--- src/rtl/signed_div.sv ---
// -----------------------------------------------------------------------------
// signed_div
//
// Sequential signed divider. It divides a 22-bit two's-complement dividend by
// an 11-bit two's-complement divisor. The core is a one-bit-per-cycle restoring
// divider that works on magnitudes, and a final cycle applies the signs.
// The quotient truncates toward zero. The remainder takes the sign of the
// dividend. It pairs with the 11x11 sequential signed multiplier.
//
// Latency: valid rises 23 clocks after the accepted start edge.
// That is 22 iteration cycles plus 1 sign-correction cycle.
//
// Ports:
//   clk        rising-edge clock
//   reset      asynchronous active-low reset (0 = reset asserted)
//   start      request; only accepted in IDLE or DONE
//   dividend   22-bit signed dividend, captured on an accepted start
//   divisor    11-bit signed divisor, captured on an accepted start
//   quotient   22-bit signed quotient, truncated toward zero
//   remainder  11-bit signed remainder, sign follows the dividend
//   busy       high while iterating or correcting signs
//   valid      high in DONE; results hold while high
//   div_zero   divisor was zero (qualified by valid)
//   ovf        quotient not representable (qualified by valid)
// -----------------------------------------------------------------------------
module signed_div (
  input  logic        clk,
  input  logic        reset,
  input  logic        start,
  input  logic [21:0] dividend,
  input  logic [10:0] divisor,
  output logic [21:0] quotient,
  output logic [10:0] remainder,
  output logic        busy,
  output logic        valid,
  output logic        div_zero,
  output logic        ovf
);

  typedef enum logic [1:0] {
    IDLE = 2'd0,
    CAL  = 2'd1,
    SIGN = 2'd2,
    DONE = 2'd3
  } state_t;

  state_t      state;
  logic [4:0]  cnt;
  logic        sd;
  logic        sv;
  logic [21:0] dvd_mag;
  logic [10:0] dvs_mag;
  logic [21:0] q_mag;
  // The partial remainder is always below the divisor magnitude, which is at
  // most 1024. So 11 stored bits are enough. The 12-bit headroom only exists
  // in the shifted and trial values.
  logic [10:0] rem;

  logic [11:0] shifted;
  logic [11:0] trial;
  logic [21:0] dividend_abs;
  logic [10:0] divisor_abs;
  logic [21:0] q_neg;
  logic [10:0] rem_neg;

  // Magnitudes and negations. -2^21 and -1024 map onto themselves as
  // unsigned values, and those values are exactly the magnitudes wanted.
  always_comb begin
    shifted      = {rem, dvd_mag[21]};
    trial        = shifted - {1'b0, dvs_mag};
    dividend_abs = dividend[21] ? (~dividend + 22'd1) : dividend;
    divisor_abs  = divisor[10] ? (~divisor + 11'd1) : divisor;
    q_neg        = ~q_mag + 22'd1;
    rem_neg      = ~rem + 11'd1;
  end

  always_ff @(posedge clk or negedge reset) begin
    if (!reset) begin
      state     <= IDLE;
      cnt       <= 5'd0;
      sd        <= 1'b0;
      sv        <= 1'b0;
      dvd_mag   <= 22'd0;
      dvs_mag   <= 11'd0;
      q_mag     <= 22'd0;
      rem       <= 11'd0;
      quotient  <= 22'd0;
      remainder <= 11'd0;
      busy      <= 1'b0;
      valid     <= 1'b0;
      div_zero  <= 1'b0;
      ovf       <= 1'b0;
    end else begin
      case (state)
        IDLE, DONE: begin
          if (start) begin
            sd      <= dividend[21];
            sv      <= divisor[10];
            dvd_mag <= dividend_abs;
            dvs_mag <= divisor_abs;
            q_mag   <= 22'd0;
            rem     <= 11'd0;
            cnt     <= 5'd0;
            busy    <= 1'b1;
            valid   <= 1'b0;
            state   <= CAL;
          end
        end
        CAL: begin
          // The subtraction is kept only when it does not borrow. That is the
          // restoring step, and it yields one quotient bit per cycle.
          if (!trial[11]) begin
            rem   <= trial[10:0];
            q_mag <= {q_mag[20:0], 1'b1};
          end else begin
            rem   <= shifted[10:0];
            q_mag <= {q_mag[20:0], 1'b0};
          end
          dvd_mag <= {dvd_mag[20:0], 1'b0};
          cnt     <= cnt + 5'd1;
          if (cnt == 5'd21) begin
            state <= SIGN;
          end
        end
        SIGN: begin
          // Divide-by-zero throws away the iteration results.
          // A positive quotient magnitude of 2^21 cannot be represented,
          // which only happens for -2^21 / -1.
          if (dvs_mag == 11'd0) begin
            quotient  <= 22'd0;
            remainder <= 11'd0;
            div_zero  <= 1'b1;
            ovf       <= 1'b0;
          end else begin
            quotient  <= (sd ^ sv) ? q_neg : q_mag;
            remainder <= sd ? rem_neg : rem;
            div_zero  <= 1'b0;
            ovf       <= ~(sd ^ sv) & q_mag[21];
          end
          busy  <= 1'b0;
          valid <= 1'b1;
          state <= DONE;
        end
        default: begin
          state <= IDLE;
        end
      endcase
    end
  end

endmodule

--- config.mk ---
export PLATFORM = sky130hd
export DESIGN_NAME = signed_div
export DESIGN_NICKNAME = d
export VERILOG_FILES = /design/src/rtl/signed_div.sv
export SDC_FILE = /design/constraint.sdc
export NUM_CORES = 1
export LEC_CHECK = 0
export CAP_MARGIN = 20
export CORE_MARGIN = 3
export CORE_UTILIZATION = 30
export CTS_BUF_LIST = sky130_fd_sc_hd__clkbuf_4 sky130_fd_sc_hd__clkbuf_8 sky130_fd_sc_hd__clkbuf_16
export DETAILED_ROUTE_END_ITERATION = 10
export GPL_TIMING_DRIVEN = 1
export HOLD_SLACK_MARGIN = 0.15
export PLACE_DENSITY = 0.46
export SKIP_CTS_REPAIR_TIMING = 1
export SLEW_MARGIN = 10
export SYNTH_ARGS = -nofsm -noshare
export SYNTH_HDL_FRONTEND = slang
export SYNTH_SLANG_ARGS = --single-unit
--- constraint.sdc ---
create_clock -name clk -period 3.05 [get_ports clk]
set_input_delay 0.305 -clock clk [delete_from_list [all_inputs] [get_ports clk]]
set_output_delay 0.305 -clock clk [all_outputs]
set_load 0.05 [all_outputs]
==> impl_metrics.env, run 1 <==
export IMPL_outcome="finished clean"
export IMPL_crit_start="rem[2]"
export IMPL_r2r_slack_ns=0.35
export IMPL_nFillCells=2109
export IMPL_p_leak_nw=3.29
export IMPL_routedWlPerCell_um=14.6
export IMPL_cts_num_sinks=112
export IMPL_dieArea_um2=22700
export IMPL_cts_tree="yes"
export IMPL_arrival_ns=2.92
export IMPL_slew_headroom=0.356
export IMPL_postSynthCellCount=673
export IMPL_synth_distinct_cells=58
export IMPL_cp_depth=8
export IMPL_rsz0062_at_grt="no"
export IMPL_ys_warn_count=0
export IMPL_drv_cap=0
export IMPL_crit_type="reg -> reg"
export IMPL_synth_edf_count=0
export IMPL_wl_met2_um=6660
export IMPL_post_dp_hpwl_um=10800
export IMPL_power_density_nw_per_um2=1070
export IMPL_rows=52
export IMPL_pre_cts_slack_ns=0.366
export IMPL_grt_pass1_vias=4915
export IMPL_grt_pass1_wl_um=25200
export IMPL_cts_made_buffers=9
export IMPL_fmax_mhz=370
export IMPL_cp_start_kind="register"
export IMPL_final_nets=795
export IMPL_ios=73
export IMPL_synth_top_cell_by_area="dfrtp_1"
export IMPL_cp_slowest_stage_delay_ns=0.72
export IMPL_syn_area_per_cell_um2=9.35
export IMPL_layout_min_cycle_time_ns=2.70
export IMPL_initial_utilization=0.308
export IMPL_synthArstFlopShare=1.00
export IMPL_clock_latency_ns=0.36
export IMPL_hp_class="reg -> reg"
export IMPL_dr_wl_met3_um=433
export IMPL_grt_max_degree=44
export IMPL_ir_drop_mv=0.389
export IMPL_vias=4915
export IMPL_synth_seq_cells=112
export IMPL_syn_nets=730
export IMPL_antenna_left=0
export IMPL_clock_path_buffers=2
export IMPL_die_width_um=151
export IMPL_syn_area_um2=6290
export IMPL_worstPathRequired_ns=3.27
export IMPL_fin_area_um2=7620
export IMPL_overflow=0
export IMPL_r2r_start="rem[2]"
export IMPL_tightest_slew_ns=0.959
export IMPL_route_detailed_drc=0
export IMPL_endpoint="rem[8]"
export IMPL_finalHoldWorstSlack_ns=0.482
export IMPL_setup_violations=0
export IMPL_area_growth_pct=21.0
export IMPL_wl_met1_um=7500
export IMPL_antenna_found_initial=0
export IMPL_seq_area_frac_synth=0.445
export IMPL_clockRootBuffer="clkbuf_16"
export IMPL_drt_first_pass_iters=4
export IMPL_setup_tns_ns=0
export IMPL_yosysTopAreaCellShare=0.445
export IMPL_coreArea_um2=20400
export IMPL_cp_end_kind="register"
export IMPL_clk_pin_slew_ns=0.08
export IMPL_crit_chain="ha_1 > o21a_1 > o31ai_2 > o21ai_2 > o221ai_2 > xnor2_2 > mux2i_1 > o21ai_0"
export IMPL_finalMaxSlewViolations=0
export IMPL_fin_crit_sh=0.886
export IMPL_drt_vias_per_instance=4.85
export IMPL_dr_first_iter_drc_count=246
export IMPL_clock_skew_ns=0.00942
export IMPL_reg2reg_depth=8
export IMPL_layout_drive_gt1_share=0.0659
export IMPL_path_max_fanout=14
export IMPL_diodes=0
export IMPL_setup_ws_ns=0.349
export IMPL_routed_wl_um=14800
export IMPL_top_layer_used="met4"
export IMPL_grt_usage=0.137
export IMPL_gp_congestion=0.774
export IMPL_critical_path_slowest_cell="xnor2_2"
export IMPL_die_h_um=151
export IMPL_critPathBufInv=0
export IMPL_synth_main_ff_cell="dfrtp_1"
export IMPL_crit_family="compound AO/OA/AOI/OAI gates"
export IMPL_hold_viol=0
export IMPL_reg2reg_to="rem[8]"
export IMPL_post_dp_cell_area_um2=7310
export IMPL_h_tree_depth=3
export IMPL_synthTopCellsByArea="dfrtp_1 (45%), o21ai_0 (4.8%), xnor2_1 (4.7%), xor2_1 (4.6%), nand2_1 (4.3%)"
export IMPL_port_buffers=72
-- tightest hold or removal path, cell delays in order, from the launching register on --
cell and delay [ns]:
dfrtp_1 0.35, nand2_1 0.05, o21ai_0 0.06
-- state kept, by name, indices dropped and copies added (netlist names) --
name,cells
state,2
busy,1
quotient,22
sd,1
dvd_mag,22
ovf,1
remainder,11
q_mag,22
div_zero,1
sv,1
cnt,5
dvs_mag,11
valid,1
rem,11
-- area by class of cell --
class	instances	area, um^2	area share
tap	270	338	0.0444
clock inverter	4	36.3	0.00476
sequential	112	2800	0.368
inverter	60	225	0.0296
multi-input combinational	470	3140	0.412
timing repair buffer	85	818	0.107
clock buffer	12	260	0.0342
-- cell families (layout without fill, tap and decap cells) --
| kind of cell | after synthesis | after routing | synth area share |
|---|---|---|---|
| compound gates | 190 | 190 | 0.199 |
| buf+inv | 91 | 161 | 0.0583 |
| flops | 112 | 112 | 0.445 |
| xor+xnor | 68 | 68 | 0.0958 |
| simple gates | 172 | 172 | 0.128 |
| fa+ha+maj | 21 | 21 | 0.0430 |
| mux | 19 | 19 | 0.0306 |
-- report_power, final --
group / switching (W) / internal [W] / total [W]
logic: 0.00280 / 0.00180 / 0.00460
clock network: 0.000575 / 0.000619 / 0.00119
registers: 0.000396 / 0.00197 / 0.00237
-- cell usage after synthesis, drive strengths merged (2+ instances only) --
| library cell | instances |
|---|---|
| a221o | 2 |
| dfrtp | 112 |
| or3 | 8 |
| clkbuf | 20 |
| a21oi | 21 |
| nor2 | 45 |
| mux2 | 2 |
| xnor2 | 35 |
| or2 | 2 |
| a31oi | 2 |
| nand2b | 6 |
| o21a | 6 |
| nand4 | 3 |
| nor4 | 7 |
| o22ai | 37 |
| and3 | 2 |
| nor3 | 10 |
| nor2b | 6 |
| nand2 | 73 |
| ha | 20 |
| a21o | 4 |
| buf | 10 |
| nand3 | 5 |
| a22o | 20 |
| o31ai | 16 |
| inv | 60 |
| o21ai | 67 |
| xor2 | 33 |
| o41ai | 5 |
| mux2i | 17 |
| nand4b | 2 |
-- per-layer routing --
metal,up-vias,global-route usage
li1,2482,-
met1,2347,0.196
met2,77,0.215
met3,9,0.0180
met4,0,0.0462
met5,-,0
-- cells in the final DEF, fill, tap and decap left out, drive strengths merged, types with 2 or more instances in the layout --
cell / Yosys / routed
o22ai: 37 / 37
nor4: 7 / 7
a221o: 2 / 2
o21a: 6 / 6
dfrtp: 112 / 112
clkdlybuf4s50: 0 / 71
nand4b: 2 / 2
o41ai: 5 / 5
nand2b: 6 / 6
and3: 2 / 2
mux2: 2 / 2
xor2: 33 / 33
clkbuf: 20 / 12
nor2b: 6 / 6
nor3: 10 / 10
mux2i: 17 / 17
nor2: 45 / 45
o21ai: 67 / 67
or2: 2 / 2
clkinv: 0 / 2
nand3: 5 / 5
inv: 60 / 61
ha: 20 / 20
a22o: 20 / 20
a21oi: 21 / 21
o31ai: 16 / 16
nand2: 73 / 73
buf: 10 / 13
nand4: 3 / 3
a21o: 4 / 4
or3: 8 / 8
a31oi: 2 / 2
xnor2: 35 / 35
-- worst min-delay path by stage --
stage	end	slack, ns	startpoint	depth (start not counted)
4_1_cts	remainder[7]	-0.03	reset	1
3_5_place_dp	remainder[7]	0.35	reset	1
2_1_floorplan	busy	0.009	reset	0
6_report	dvd_mag[1]	0.48	dvd_mag[1]	2
5_1_grt	div_zero	0.51	div_zero	1
3_3_place_gp	remainder[7]	0.35	reset	1
-- metrics by stage --
step	utilization	instances	power [W]
4_1_cts	0.372	1012	0.00829
5_1_grt	0.373	1013	0.00888
3_3_place_gp	0.358	996	0.00697
3_5_place_dp	0.358	996	0.00707
2_1_floorplan	-	673	0.00582
6_report	0.373	1013	0.00816
Note: power is estimated with default switching activity, not from simulation.
==> inputs of run 2 (changes only) <==
- DONT_BUFFER_PORTS: default -> 1
- PLACE_DENSITY: 0.46 -> 0.42
- clock period: 3.05 -> 2.62 ns (I/O delays scaled with it)
==> impl_metrics.env, run 2 (synthesized netlist as in run 1, its figures left out) <==
export IMPL_outcome="complete, but fails checks"
export IMPL_failed_checks="hold timing"
export IMPL_clock_path_buffers=2
export IMPL_endpoint="rem[3]"
export IMPL_vias=4691
export IMPL_pre_cts_slack_ns=-0.0659
export IMPL_hp_class="in -> async"
export IMPL_p_leak_nw=3.09
export IMPL_power_density_nw_per_um2=1320
export IMPL_crit_chain="inv_1 > ha_1 > o21a_1 > o31ai_2 > o21ai_2 > o221ai_2 > xnor2_4 > nor2_1 > a221o_1"
export IMPL_overflow=0
export IMPL_clockRootBuffer="clkbuf_16"
export IMPL_cp_start_kind="register"
export IMPL_port_buffers=0
export IMPL_fmax_mhz=412
export IMPL_reg2reg_depth=9
export IMPL_h_tree_depth=3
export IMPL_dp_cells=933
export IMPL_crit_type="reg -> reg"
export IMPL_p_sw_w=0.00443
export IMPL_routedWlPerCell_um=15.8
export IMPL_setup_ws_ns=0.192
export IMPL_finalMaxSlewViolations=0
export IMPL_route_detailed_drc=0
export IMPL_cp_depth=9
export IMPL_die_h_um=151
export IMPL_drv_cap=0
export IMPL_dr_first_iter_drc_count=168
export IMPL_nFillCells=2122
export IMPL_dieArea_um2=22700
export IMPL_path_max_fanout=14
export IMPL_antenna_found_initial=0
export IMPL_combPwrFrac=0.497
export IMPL_swShare=0.477
export IMPL_crit_start="dvs_mag[2]"
export IMPL_final_core_util=0.345
export IMPL_gp_congestion=0.803
export IMPL_slew_headroom=0.540
export IMPL_die_width_um=151
export IMPL_r2r_start="dvs_mag[2]"
export IMPL_final_nets=740
export IMPL_coreArea_um2=20400
export IMPL_grt_pass1_vias=4674
export IMPL_finalHoldWorstSlack_ns=-0.404
export IMPL_critPathBufInv=1
export IMPL_post_dp_hpwl_um=10700
export IMPL_layout_drive_gt1_share=0.0828
export IMPL_cts_made_buffers=9
export IMPL_power_frac_clock=0.148
export IMPL_grt_max_degree=113
export IMPL_diodes=0
export IMPL_drt_vias_per_instance=4.90
export IMPL_clk_pin_slew_ns=0.08
export IMPL_final_instance_count_excl_fill=958
export IMPL_layout_min_cycle_time_ns=2.43
export IMPL_drt_first_pass_iters=4
export IMPL_multi_input_comb_area_um2=3150
export IMPL_rsz0062_at_grt="no"
export IMPL_cts_num_sinks=112
export IMPL_routed_wl_um=15100
export IMPL_p_int_w=0.00485
export IMPL_tightest_slew_ns=0.686
export IMPL_rows=52
export IMPL_cts_tree="yes"
export IMPL_r2r_slack_ns=0.19
export IMPL_final_common_cell="dfrtp_1"
export IMPL_clock_skew_ns=0.00801
export IMPL_grt_pass1_wl_um=24400
export IMPL_p_seq_frac=0.355
export IMPL_reg2reg_to="rem[3]"
export IMPL_area_growth_pct=11.9
export IMPL_cp_slowest_stage_delay_ns=0.49
export IMPL_cp_end_kind="register"
export IMPL_register_area_um2=2800
export IMPL_worstPathRequired_ns=2.87
export IMPL_layout_common_cells="dfrtp_1 (112), nand2_1 (72), inv_1 (60), o21ai_0 (60), nor2_1 (45)"
export IMPL_ir_drop_mv=0.565
export IMPL_antenna_left=0
export IMPL_clock_latency_ns=0.35
export IMPL_grt_usage=0.134
export IMPL_arrival_ns=2.67
export IMPL_hold_viol=112
export IMPL_ios=73
export IMPL_initial_utilization=0.308
export IMPL_top_regs="dvd_mag: 22 flops, q_mag: 22 flops, quotient: 22 flops"
export IMPL_setup_violations=0
export IMPL_setup_tns_ns=0
export IMPL_critical_path_slowest_cell="xnor2_4"
export IMPL_fin_crit_sh=0.927
export IMPL_crit_family="compound AO/OA/AOI/OAI gates"
==> run 2: changes by cell type in the layout (fill, tap and decap cells not counted) <==
| cell | change |
|---|---|
| clkdlybuf4s50_1 | -71 |
| clkinvlp_4 | +1 |
| clkinv_2 | +2 |
| inv_8 | +1 |
| buf_4 | +8 |
| clkbuf_4 | -1 |
| dlygate4sd3_1 | +8 |
| clkinv_4 | -1 |
| clkbuf_8 | -2 |
| xnor2_4 | +1 |
| xnor2_2 | -1 |
==> run 2: worst min path at each step <==
stage	startpoint	to	slack (ns)	depth (start not counted)
3_5_place_dp	reset	remainder[10]	-0.03	0
2_1_floorplan	reset	busy	-0.03	0
6_report	reset	rem[3]	-0.40	0
5_1_grt	reset	quotient[12]	-0.42	0
4_1_cts	reset	remainder[10]	-0.42	0
3_3_place_gp	reset	remainder[10]	-0.03	0
==> run 2: metrics by stage <==
stage | instance area, um^2 | power, W | hold WS, ns
floorplan | 6290 | 0.00677 | -0.0336
detailed placement | 6660 | 0.00797 | -0.0278
global route | 7040 | 0.0101 | -0.421
finish | 7040 | 0.00928 | -0.404
global placement | 6660 | 0.00786 | -0.0258
CTS | 6940 | 0.00935 | -0.419
==> run 2: layout make-up <==
cell class,instances,area share
clock inverter,7,0.00800
multi-input combinational,470,0.447
tap,270,0.0480
inverter,60,0.0320
clock buffer,9,0.0320
sequential,112,0.398
timing repair buffer,30,0.0352
==> run 2: routing by layer <==
metal	wire [um]	up-vias	GRT usage
met4	157	0	0.0390
met3	842	11	0.0335
met2	6720	85	0.203
met1	7430	2246	0.189
met5	0	-	0
li1	-	2349	-
==> run 2: power by group through the flow <==
stage | Sequential, W | Clock, W | Combinational [W]
finish | 0.00330 | 0.00137 | 0.00461
global route | 0.00339 | 0.00148 | 0.00520
CTS | 0.00331 | 0.00141 | 0.00463
detailed placement | 0.00334 | 0 | 0.00463
global placement | 0.00332 | 0 | 0.00454
floorplan | 0.00322 | 0 | 0.00355
==> run 2: worst reg2reg max path: cells and delay by family, from the launching register on <==
family / cells / cell delay [ns]
adder cells (fa/ha/maj): 1 / 0.34
flip-flops: 1 / 0.38
AND/OR/NAND/NOR: 1 / 0.11
XOR/XNOR: 1 / 0.49
AO/OA/AOI/OAI: 5 / 0.93
buffers and inverters: 1 / 0.06
==> inputs of run 3 (changes only) <==
- MAX_ROUTING_LAYER: default -> met4
==> impl_metrics.env, run 3 (synthesized netlist as in run 1, its figures left out) <==
export IMPL_crit_type="reg -> reg"
export IMPL_layout_common_cells="dfrtp_1 (112), nand2_1 (72), inv_1 (60), o21ai_0 (60), nor2_1 (45)"
export IMPL_arrival_ns=2.68
export IMPL_layout_drive_gt1_share=0.0828
export IMPL_outcome="complete, but fails checks"
export IMPL_port_buffers=0
export IMPL_cts_num_sinks=112
export IMPL_power_density_nw_per_um2=1320
export IMPL_h_tree_depth=3
export IMPL_cp_end_kind="register"
export IMPL_failed_checks="hold timing"
export IMPL_drv_cap=0
export IMPL_cp_start_kind="register"
export IMPL_ios=73
export IMPL_p_sw_w=0.00443
export IMPL_p_seq_frac=0.355
export IMPL_path_max_fanout=14
export IMPL_drt_first_pass_iters=4
export IMPL_rows=52
export IMPL_dr_first_iter_drc_count=201
export IMPL_tightest_slew_ns=0.701
export IMPL_initial_utilization=0.308
export IMPL_post_dp_hpwl_um=10700
export IMPL_nFillCells=2122
export IMPL_dr_wl_met3_um=843
export IMPL_route_detailed_drc=0
export IMPL_power_frac_clock=0.148
export IMPL_hold_viol=112
export IMPL_drt_vias_per_instance=4.92
export IMPL_area_growth_pct=11.9
export IMPL_clockRootBuffer="clkbuf_16"
export IMPL_antenna_left=0
export IMPL_cts_tree="yes"
export IMPL_finalHoldWorstSlack_ns=-0.404
export IMPL_r2r_slack_ns=0.19
export IMPL_die_width_um=151
export IMPL_antenna_found_initial=0
export IMPL_grt_max_degree=113
export IMPL_power_w=0.00928
export IMPL_slew_headroom=0.529
export IMPL_vias=4715
export IMPL_combPwrFrac=0.497
export IMPL_dieArea_um2=22700
export IMPL_clock_skew_ns=0.00845
export IMPL_fmax_mhz=411
export IMPL_wl_met1_um=7470
export IMPL_fin_crit_sh=0.929
export IMPL_gp_congestion=0.817
export IMPL_final_common_cell="dfrtp_1"
export IMPL_top_layer_used="met4"
export IMPL_worstPathRequired_ns=2.87
export IMPL_top_regs="dvd_mag: 22 flops, q_mag: 22 flops, quotient: 22 flops"
export IMPL_clk_pin_slew_ns=0.08
export IMPL_p_leak_nw=3.09
export IMPL_grt_pass1_vias=4683
export IMPL_setup_tns_ns=0
export IMPL_wl_met2_um=6690
export IMPL_rsz0062_at_grt="no"
export IMPL_hp_class="in -> async"
export IMPL_die_h_um=151
export IMPL_layout_min_cycle_time_ns=2.43
export IMPL_cts_made_buffers=9
export IMPL_diodes=0
export IMPL_grt_usage=0.138
export IMPL_clock_latency_ns=0.36
export IMPL_grt_pass1_wl_um=24400
export IMPL_finalMaxSlewViolations=0
export IMPL_routed_wl_um=15100
export IMPL_ir_drop_mv=0.564
export IMPL_setup_violations=0
export IMPL_clock_path_buffers=2
export IMPL_routedWlPerCell_um=15.8
export IMPL_p_int_w=0.00485
export IMPL_final_nets=740
export IMPL_swShare=0.477
export IMPL_overflow=0
export IMPL_coreArea_um2=20400
## run 3: layout make-up
cell class | instances | area, um^2 | area share
flip-flops and latches | 112 | 2800 | 0.398
repair buffers | 30 | 248 | 0.0352
inverters | 60 | 225 | 0.0320
clock inverters | 7 | 56.3 | 0.00800
multi-input cells | 470 | 3150 | 0.447
clock buffers | 9 | 225 | 0.0320
well taps | 270 | 338 | 0.0480
## run 3: path summary, 6_finish.rpt
| kind | start | end | cells past startpoint |
|---|---|---|---|
| setup / recovery | dvs_mag[2] | rem[3] | 9 |
| setup reg to reg | dvs_mag[2] | rem[3] | 9 |
| min in group clk | divisor[9] | dvs_mag[9] | 2 |
| hold / removal | reset | rem[3] | 0 |
| max in group asynchronous | reset | dvs_mag[10] | 0 |
| hold reg to reg | dvd_mag[14] | dvd_mag[14] | 2 |
## run 3: critical path, cell delays in order, from the launching register on
cell and delay, ns:
dfrtp_1 0.38, inv_1 0.06, ha_1 0.34, o21a_1 0.15, o31ai_2 0.10, o21ai_2 0.23, o221ai_2 0.18, xnor2_4 0.49
nor2_1 0.11, a221o_1 0.27
## run 3: power by group through the flow
stage	logic (W)	clock network, W	registers (W)
final	0.00461	0.00137	0.00330
after global routing	0.00520	0.00148	0.00339
after CTS	0.00463	0.00141	0.00331
after detailed placement	0.00463	0	0.00334
after global placement	0.00454	0	0.00332
after floorplan	0.00355	0	0.00322
## run 3: per-layer routing
layer / up-vias / GRT usage
li1: 2353 / -
met1: 2271 / 0.189
met2: 79 / 0.203
met3: 12 / 0.0329
met4: 0 / 0.0390
met5: - / -
## run 3: metrics by stage
stage	utilization	hold slack, ns	area, um^2	cells	worst slack [ns]
final	0.345	-0.404	7040	958	0.185
after global routing	0.345	-0.422	7040	958	0.0303
after CTS	0.340	-0.419	6940	949	-0.0618
after detailed placement	0.326	-0.0278	6660	933	-0.0659
after global placement	0.326	-0.0258	6660	933	0.0602
after floorplan	-	-0.0336	6290	673	0.384
